`src/rtl/cla_multiword_add_seq_pkg.sv`:
```
// Shared definitions for the multi-word CLA add/subtract sequencer.
//   state_e : sequencer states (idle, run one word per cycle, done pulse)
//   WORD_W  : width of the single shared adder
//   clog2   : index-width helper (never returns 0 so a 1-bit index is kept)
package cla_multiword_add_seq_pkg;

  localparam int unsigned WORD_W = 16;

  typedef enum logic [1:0] {
    StIdle = 2'd0,
    StRun  = 2'd1,
    StDone = 2'd2
  } state_e;

  function automatic int unsigned clog2(input int unsigned n);
    int unsigned r;
    r = 0;
    for (int unsigned i = 0; i < 32; i++) begin
      if ((64'd1 << i) < 64'(n)) r = i + 1;
    end
    return (r == 0) ? 1 : r;
  endfunction

endpackage

```
`src/rtl/cla_multiword_add_seq_if.sv`:
```
// Start/done handshake bundle between an issuing controller (master) and the
// multi-word add/subtract sequencer (slave).
//   start, sub, a, b              : request and operands (master -> slave)
//   busy, done, result, cout, ovf : status and result (slave -> master)
interface cla_multiword_add_seq_if #(
  parameter int unsigned WORDS = 4
);
  import cla_multiword_add_seq_pkg::*;

  logic                      start;
  logic                      sub;
  logic [WORD_W*WORDS-1:0]   a;
  logic [WORD_W*WORDS-1:0]   b;
  logic                      busy;
  logic                      done;
  logic [WORD_W*WORDS-1:0]   result;
  logic                      cout;
  logic                      ovf;

  modport master (
    output start, sub, a, b,
    input  busy, done, result, cout, ovf
  );

  modport slave (
    input  start, sub, a, b,
    output busy, done, result, cout, ovf
  );

endinterface

```
`src/rtl/cla_multiword_add_seq_cla16.sv`:
```
// 16-bit adder built from four 4-bit carry-lookahead groups, group carries
// cascaded from one group to the next.
//   i_a, i_b : addends
//   i_cin    : carry in
//   o_sum    : 16-bit sum
//   o_cout   : carry out of bit 15
module cla_multiword_add_seq_cla16 (
  input  logic [15:0] i_a,
  input  logic [15:0] i_b,
  input  logic        i_cin,
  output logic [15:0] o_sum,
  output logic        o_cout
);

  logic [4:0] w_gc;

  assign w_gc[0] = i_cin;

  for (genvar g = 0; g < 4; g++) begin : g_cla4
    logic [3:0] w_g;
    logic [3:0] w_p;
    logic [4:0] w_c;

    assign w_g = i_a[4*g +: 4] & i_b[4*g +: 4];
    assign w_p = i_a[4*g +: 4] ^ i_b[4*g +: 4];

    // Lookahead: every carry derived directly from the group carry-in.
    assign w_c[0] = w_gc[g];
    assign w_c[1] = w_g[0] | (w_p[0] & w_c[0]);
    assign w_c[2] = w_g[1] | (w_p[1] & w_g[0]) | (w_p[1] & w_p[0] & w_c[0]);
    assign w_c[3] = w_g[2] | (w_p[2] & w_g[1]) | (w_p[2] & w_p[1] & w_g[0])
                  | (w_p[2] & w_p[1] & w_p[0] & w_c[0]);
    assign w_c[4] = w_g[3] | (w_p[3] & w_g[2]) | (w_p[3] & w_p[2] & w_g[1])
                  | (w_p[3] & w_p[2] & w_p[1] & w_g[0])
                  | (w_p[3] & w_p[2] & w_p[1] & w_p[0] & w_c[0]);

    assign o_sum[4*g +: 4] = w_p ^ w_c[3:0];
    assign w_gc[g+1]       = w_c[4];
  end

  assign o_cout = w_gc[4];

endmodule

```
`src/rtl/cla_multiword_add_seq.sv`:
```
// Multi-precision add/subtract sequencer: one 16-bit CLA adder is reused
// WORDS times, least-significant word first, with a registered inter-word carry.
//   clk, rst : clock, asynchronous active-high reset
//   bus      : slave side of the start/done handshake (operands in, result out)
// An accepted start captures a and b (b inverted for subtract, carry seeded
// with sub); done pulses for one cycle once all words have been processed.
module cla_multiword_add_seq
  import cla_multiword_add_seq_pkg::*;
#(
  parameter int unsigned WORDS = 4
) (
  input  logic                          clk,
  input  logic                          rst,
  cla_multiword_add_seq_if.slave        bus
);

  localparam int unsigned OP_W  = WORD_W * WORDS;
  localparam int unsigned IDX_W = clog2(WORDS);
  localparam logic [IDX_W-1:0] IDX_LAST = IDX_W'(WORDS - 1);

  state_e            r_state;
  logic [IDX_W-1:0]  r_idx;
  logic              r_carry;
  logic [OP_W-1:0]   r_op_a;
  logic [OP_W-1:0]   r_op_b;
  logic [OP_W-1:0]   r_result;
  logic              r_cout;
  logic              r_ovf;
  logic              r_busy;
  logic              r_done;

  logic [WORD_W-1:0] w_a_word;
  logic [WORD_W-1:0] w_b_word;
  logic [WORD_W-1:0] w_sum;
  logic              w_cout;
  logic              w_c_msb;

  assign w_a_word = r_op_a[r_idx*WORD_W +: WORD_W];
  assign w_b_word = r_op_b[r_idx*WORD_W +: WORD_W];

  cla_multiword_add_seq_cla16 u_cla16 (
    .i_a    (w_a_word),
    .i_b    (w_b_word),
    .i_cin  (r_carry),
    .o_sum  (w_sum),
    .o_cout (w_cout)
  );

  // Carry into the top bit recovered from the sum bit; only meaningful on the last word.
  assign w_c_msb = w_a_word[WORD_W-1] ^ w_b_word[WORD_W-1] ^ w_sum[WORD_W-1];

  always_ff @(posedge clk or posedge rst) begin
    if (rst) begin
      r_state  <= StIdle;
      r_idx    <= '0;
      r_carry  <= 1'b0;
      r_op_a   <= '0;
      r_op_b   <= '0;
      r_result <= '0;
      r_cout   <= 1'b0;
      r_ovf    <= 1'b0;
      r_busy   <= 1'b0;
      r_done   <= 1'b0;
    end else begin
      unique case (r_state)
        // DONE accepts a new start exactly like IDLE, giving back-to-back issue.
        StIdle, StDone: begin
          r_done <= 1'b0;
          if (bus.start) begin
            r_op_a   <= bus.a;
            r_op_b   <= bus.sub ? ~bus.b : bus.b;
            r_carry  <= bus.sub;
            r_idx    <= '0;
            r_result <= '0;
            r_busy   <= 1'b1;
            r_state  <= StRun;
          end else begin
            r_state  <= StIdle;
          end
        end
        StRun: begin
          r_result[r_idx*WORD_W +: WORD_W] <= w_sum;
          r_carry <= w_cout;
          if (r_idx == IDX_LAST) begin
            r_cout  <= w_cout;
            r_ovf   <= w_c_msb ^ w_cout;
            r_busy  <= 1'b0;
            r_done  <= 1'b1;
            r_state <= StDone;
          end else begin
            r_idx <= r_idx + IDX_W'(1);
          end
        end
        default: begin
          r_busy  <= 1'b0;
          r_done  <= 1'b0;
          r_state <= StIdle;
        end
      endcase
    end
  end

  assign bus.busy   = r_busy;
  assign bus.done   = r_done;
  assign bus.result = r_result;
  assign bus.cout   = r_cout;
  assign bus.ovf    = r_ovf;

endmodule
```
`src/flat_wrapper.sv`:
```
// flat-port wrapper written by rule: the top's interface ports become plain ports
module cla_multiword_add_seq_flat import cla_multiword_add_seq_pkg::*;
#(
  parameter int unsigned WORDS = 4
)
  (clk, rst, bus_start, bus_sub, bus_a, bus_b, bus_busy, bus_done, bus_result, bus_cout, bus_ovf);
  cla_multiword_add_seq_if #(.WORDS(WORDS)) bus_i ();
  input  logic clk;
  input  logic rst;
  input wire logic [$bits(bus_i.start)-1:0] bus_start;
  input wire logic [$bits(bus_i.sub)-1:0] bus_sub;
  input wire logic [$bits(bus_i.a)-1:0] bus_a;
  input wire logic [$bits(bus_i.b)-1:0] bus_b;
  output wire logic [$bits(bus_i.busy)-1:0] bus_busy;
  output wire logic [$bits(bus_i.done)-1:0] bus_done;
  output wire logic [$bits(bus_i.result)-1:0] bus_result;
  output wire logic [$bits(bus_i.cout)-1:0] bus_cout;
  output wire logic [$bits(bus_i.ovf)-1:0] bus_ovf;
  assign bus_i.start = bus_start;
  assign bus_i.sub = bus_sub;
  assign bus_i.a = bus_a;
  assign bus_i.b = bus_b;
  assign bus_busy = bus_i.busy;
  assign bus_done = bus_i.done;
  assign bus_result = bus_i.result;
  assign bus_cout = bus_i.cout;
  assign bus_ovf = bus_i.ovf;
  cla_multiword_add_seq #(.WORDS(WORDS)) u_core (.clk(clk), .rst(rst), .bus(bus_i));
endmodule
```
`config.mk`:
```
export PLATFORM = sky130hd
export DESIGN_NAME = cla_multiword_add_seq_flat
export DESIGN_NICKNAME = d
export VERILOG_FILES = /design/src/rtl/cla_multiword_add_seq_pkg.sv /design/src/rtl/cla_multiword_add_seq_if.sv /design/src/rtl/cla_multiword_add_seq_cla16.sv /design/src/rtl/cla_multiword_add_seq.sv /design/src/flat_wrapper.sv
export SDC_FILE = /design/constraint.sdc
export NUM_CORES = 1
export LEC_CHECK = 0
export CORE_MARGIN = 5
export CORE_UTILIZATION = 55
export CTS_CLUSTER_SIZE = 28
export DETAILED_ROUTE_END_ITERATION = 6
export HOLD_SLACK_MARGIN = 0.08
export PLACE_DENSITY = 0.84
export SETUP_SLACK_MARGIN = 0.5
export SLEW_MARGIN = 0
export SYNTH_ARGS = -nofsm -noshare
export SYNTH_HDL_FRONTEND = slang
export SYNTH_SLANG_ARGS = --single-unit
```
`constraint.sdc`:
```
create_clock -name clk -period 10.7 [get_ports clk]
set_input_delay 1.605 -clock clk [delete_from_list [all_inputs] [get_ports clk]]
set_output_delay 1.605 -clock clk [all_outputs]
set_load 0.1 [all_outputs]
```
==> key figures <==
Flow run
  – Max-Cap Viols: 0

Logic synthesis
  – Top cells by area, synth: dfrtp_1 53%, nand2_1 12%, mux4_2 7.6%
  – Fraction of registers with async set/reset: 1.00
  – Cell variety after synth: 44
  – Post-Syn Area per Cell: between 10 and 15 sq um
  – Register bit count reported by yosys: 200
  – Ys flop type: dfrtp_1
  – Yosys top cell by area: dfrtp_1
  – Number of synthesized flops with an enable pin: 0
  – Seq/Total Area, Yosys: 0.530
  – Most numerous cell in the Yosys netlist: nand2_1
  – Syn Nets: 1069
  – Top-area cell type share of the netlist area: 0.530
  – Synthesis Warnings: 0
  – Synth Instances: 913
  – Post-Syn Area: roughly 0.0094 sq mm
  – Synth cell count leaders: 294 x nand2_1, 200 x dfrtp_1, 99 x o21ai_0

STA
  – Final setup fails: 0
  – Fin. Hold Viols: 0
  – Setup TNS Final: 0 ns
  – RSZ-0062 raised after global routing: false
  – Slew margin rel.: 0.0990
  – Max Slew Vio Count: 0
  – Max Clk Rate: between 200 and 250 MHz
  – Worst slew pin tran: 1.34 ns
  – Setup WS post-layout: between 6 and 7 ns
  – Setup Skew: 0.00702 ns
  – Min Clock Period, post-route: roughly 4.5 ns
  – Final period utilization: 0.417

Floorplanning
  – Area of the die: 0.0199 sq mm
  – I/O pin count: 200
  – Die height: 141 microns
  – Die W: 141 microns
  – Core area: between 0.015 and 0.02 sq mm
  – Initial core utilization: 0.554
  – # rows: 48

Detailed routing
  – Post-DRT Antenna Nets: 0
  – Via count: between 7000 and 8000
  – Number of iterations in the first detailed-routing pass: 5
  – Wire per inst: between 15 and 20 microns
  – DR vias/cell: 5.56
  – Total wire length: ~24000 microns
  – DRC viols: 0
  – Initial DRC Count: 590

Clock network
  – H-tree depth: 4
  – Clock-pin slew on the worst setup and hold paths: approximately 0.06 ns
  – CTS sink cnt: 200
  – TritonCTS Buffers: 17
  – Post-cts sizing count: 0
  – CTS tree: yes
  – Post-CTS Setup Repair Bufs: 0
  – CTS root buf: clkbuf_16
  – Hold buffers post-CTS: 0
  – Clk_lat worst skew: approximately 0.43 ns
  – Maximum clock path buffer count: 2

Critical path
  – Crit path largest cell delay: approximately 0.75 ns
  – CP dominant cell by count: o21ai_0
  – Top Family by Delay on Critical Path: compound AO/OA/AOI/OAI gates
  – CP bufs+invs: 1
  – Crit path arrival time: around 4.8 ns
  – Crit path capture type: register
  – Critical Path Source Type: register
  – Worst r2r src: u_core.r_idx[0]
  – CP Launch Point: u_core.r_idx[0]
  – Worst Path Required: between 10 and 15 ns
  – Max FO, Critical Path: 22
  – CP cell instances: buf_4, mux4_2, ha_1, and2_4, a221o_1, o21ai_0, nor2_1, o21ai_0, nand2b_1, fa_1, xnor2_1, o21ai_0
  – WS Path Type: reg -> reg
  – Worst path slowest cell: dfrtp_2

Place
  – HPWL Detailed: approximately 17000 microns
  – RePlAce Congestion: roughly 0.83
  – Pre-CTS WS: between 6 and 7 ns
  – PortBufs: 199

Pwr
  – Maximum vdd drop: approximately 0.25 mV
  – Pleak: 0.00548 uW
  – Clock share of power: 0.140
  – Net Sw Power: around 2200 uW
  – Combinational power share: 0.573
  – Sequential power share: 0.287
  – Design internal power: around 2300 uW
  – Switching Share: 0.488
  – Pwr per Cell Area: between 300 and 400 mW/mm^2

Finish
  – Final core occ: 0.713
  – Final net count: between 1000 and 1500
  – Layout cells sized above 1: 0.0719
  – Area growth, synth to finish: 28.8%
  – Antenna cell count: 0

GRT
  – First-pass GRT wire length: about 38000 microns
  – Met2 Use GR: 0.399
  – Initial antenna violation count: 0
  – Grt met1 use: 0.312
  – Total Routing Usage GR: 0.242
  – Met3 GRT Util: 0.0566
  – Total global routing overflow: 0
  – Vias in the first global route: 7247
  – Top Usage Layer GRT: met2
  – Largest net degree at the start of global routing: around 120

Min path
  – Worst min-delay path startpoint: u_core.r_op_a[59]
  – Min-Delay Path Class: reg -> reg

Status
  – Outcome: completed
-- cell families (layout without fill, tap and decap cells) --
family                     count (synthesis)  in the layout  share of synthesized area
adders and majority gates                 24             24                     0.0350
AOI/OAI and AO/OA                        171            171                      0.114
DFF                                      200            200                      0.530
muxes                                     35             35                     0.0795
xor gates and xnor gates                  72             72                     0.0668
and+or+nand+nor                          350            350                      0.148
buffers and inverters                     61            246                     0.0262
-- through the flow --
stage / cell area, sq um / hold slack, ns / cells / power, uW
finish: 12200 / 0.475 / 1323 / 4510
global route: 12200 / 0.490 / 1323 / 4770
CTS: 12200 / 0.477 / 1323 / 4500
detailed placement: 11600 / 0.461 / 1291 / 3860
global placement: 11600 / 0.455 / 1291 / 3780
floorplan: 9440 / 0.440 / 913 / 3130
-- routing by layer --
metal  up-vias  part of all wire
met5         -                 0
met4         0             0.033
met3        51             0.071
met2       292              0.49
met1      3573              0.41
li1       3442                 -
-- area by class of cell --
type,count,area [sq um]
inverter,7,33.8
clock buffer,27,523
tap,225,282
fill,1259,4900
multi-input combinational,652,4210
timing repair buffer,207,2050
clock inverter,5,58.8
sequential,200,5010
-- power groups by stage --
| stage | clock network [uW] | logic (uW) | registers [uW] |
|---|---|---|---|
| after CTS | 634 | 2580 | 1290 |
| after detailed placement | 0 | 2550 | 1300 |
| after global placement | 0 | 2490 | 1290 |
| after global routing | 665 | 2780 | 1330 |
| after floorplan | 0 | 1370 | 1760 |
| final | 630 | 2580 | 1290 |
-- cell usage in the layout (no fill, tap or decap), types with 6 or more instances in the layout --
cell type,Yosys,layout
nand2_1,294,294
clkdlybuf4s50_1,0,198
dfrtp_1,200,198
o21ai_0,99,99
xnor2_1,72,72
a22o_1,33,33
mux4_2,32,32
nor2_1,22,22
ha_1,20,20
clkbuf_16,0,17
a21oi_1,12,12
buf_4,0,9
nand2b_1,8,7
nand3_1,6,6
inv_1,7,6
a221o_1,6,6
clkbuf_8,0,6
-- worst reg2reg max path, delay by kind of cell, from the launching register on --
kind,cells,cell delay [ns]
adders and majority gates,2,0.78
muxes,1,0.57
and+or+nand+nor,3,0.39
buffers and inverters,1,0.50
xor gates and xnor gates,1,0.26
AOI/OAI and AO/OA,4,1.07
DFF,1,0.75
-- flip-flops by register name (all words and copies together), names as in the netlist --
signal / cells
u_core.r_carry: 1
u_core.r_op_a: 64
u_core.r_op_b: 64
u_core.bus.cout: 1
u_core.r_state: 1
u_core.bus.busy: 1
u_core.bus.ovf: 1
u_core.bus.done: 1
u_core.r_idx: 2
u_core.bus.result: 64
-- worst paths after layout --
path | to | slack [ns] | cells after the start
max in group asynchronous | u_core.r_op_b[16] | 7.48 | 3
worst max-delay path | u_core.bus.result[13] | 6.24 | 12
worst max register to register | u_core.bus.result[13] | 6.24 | 12
worst min-delay path | u_core.r_op_a[59] | 0.47 | 2
worst min register to register | u_core.r_op_a[59] | 0.47 | 2
min in group asynchronous | u_core.bus.result[52] | 1.75 | 2
Note: power is estimated with default switching activity, not from simulation.
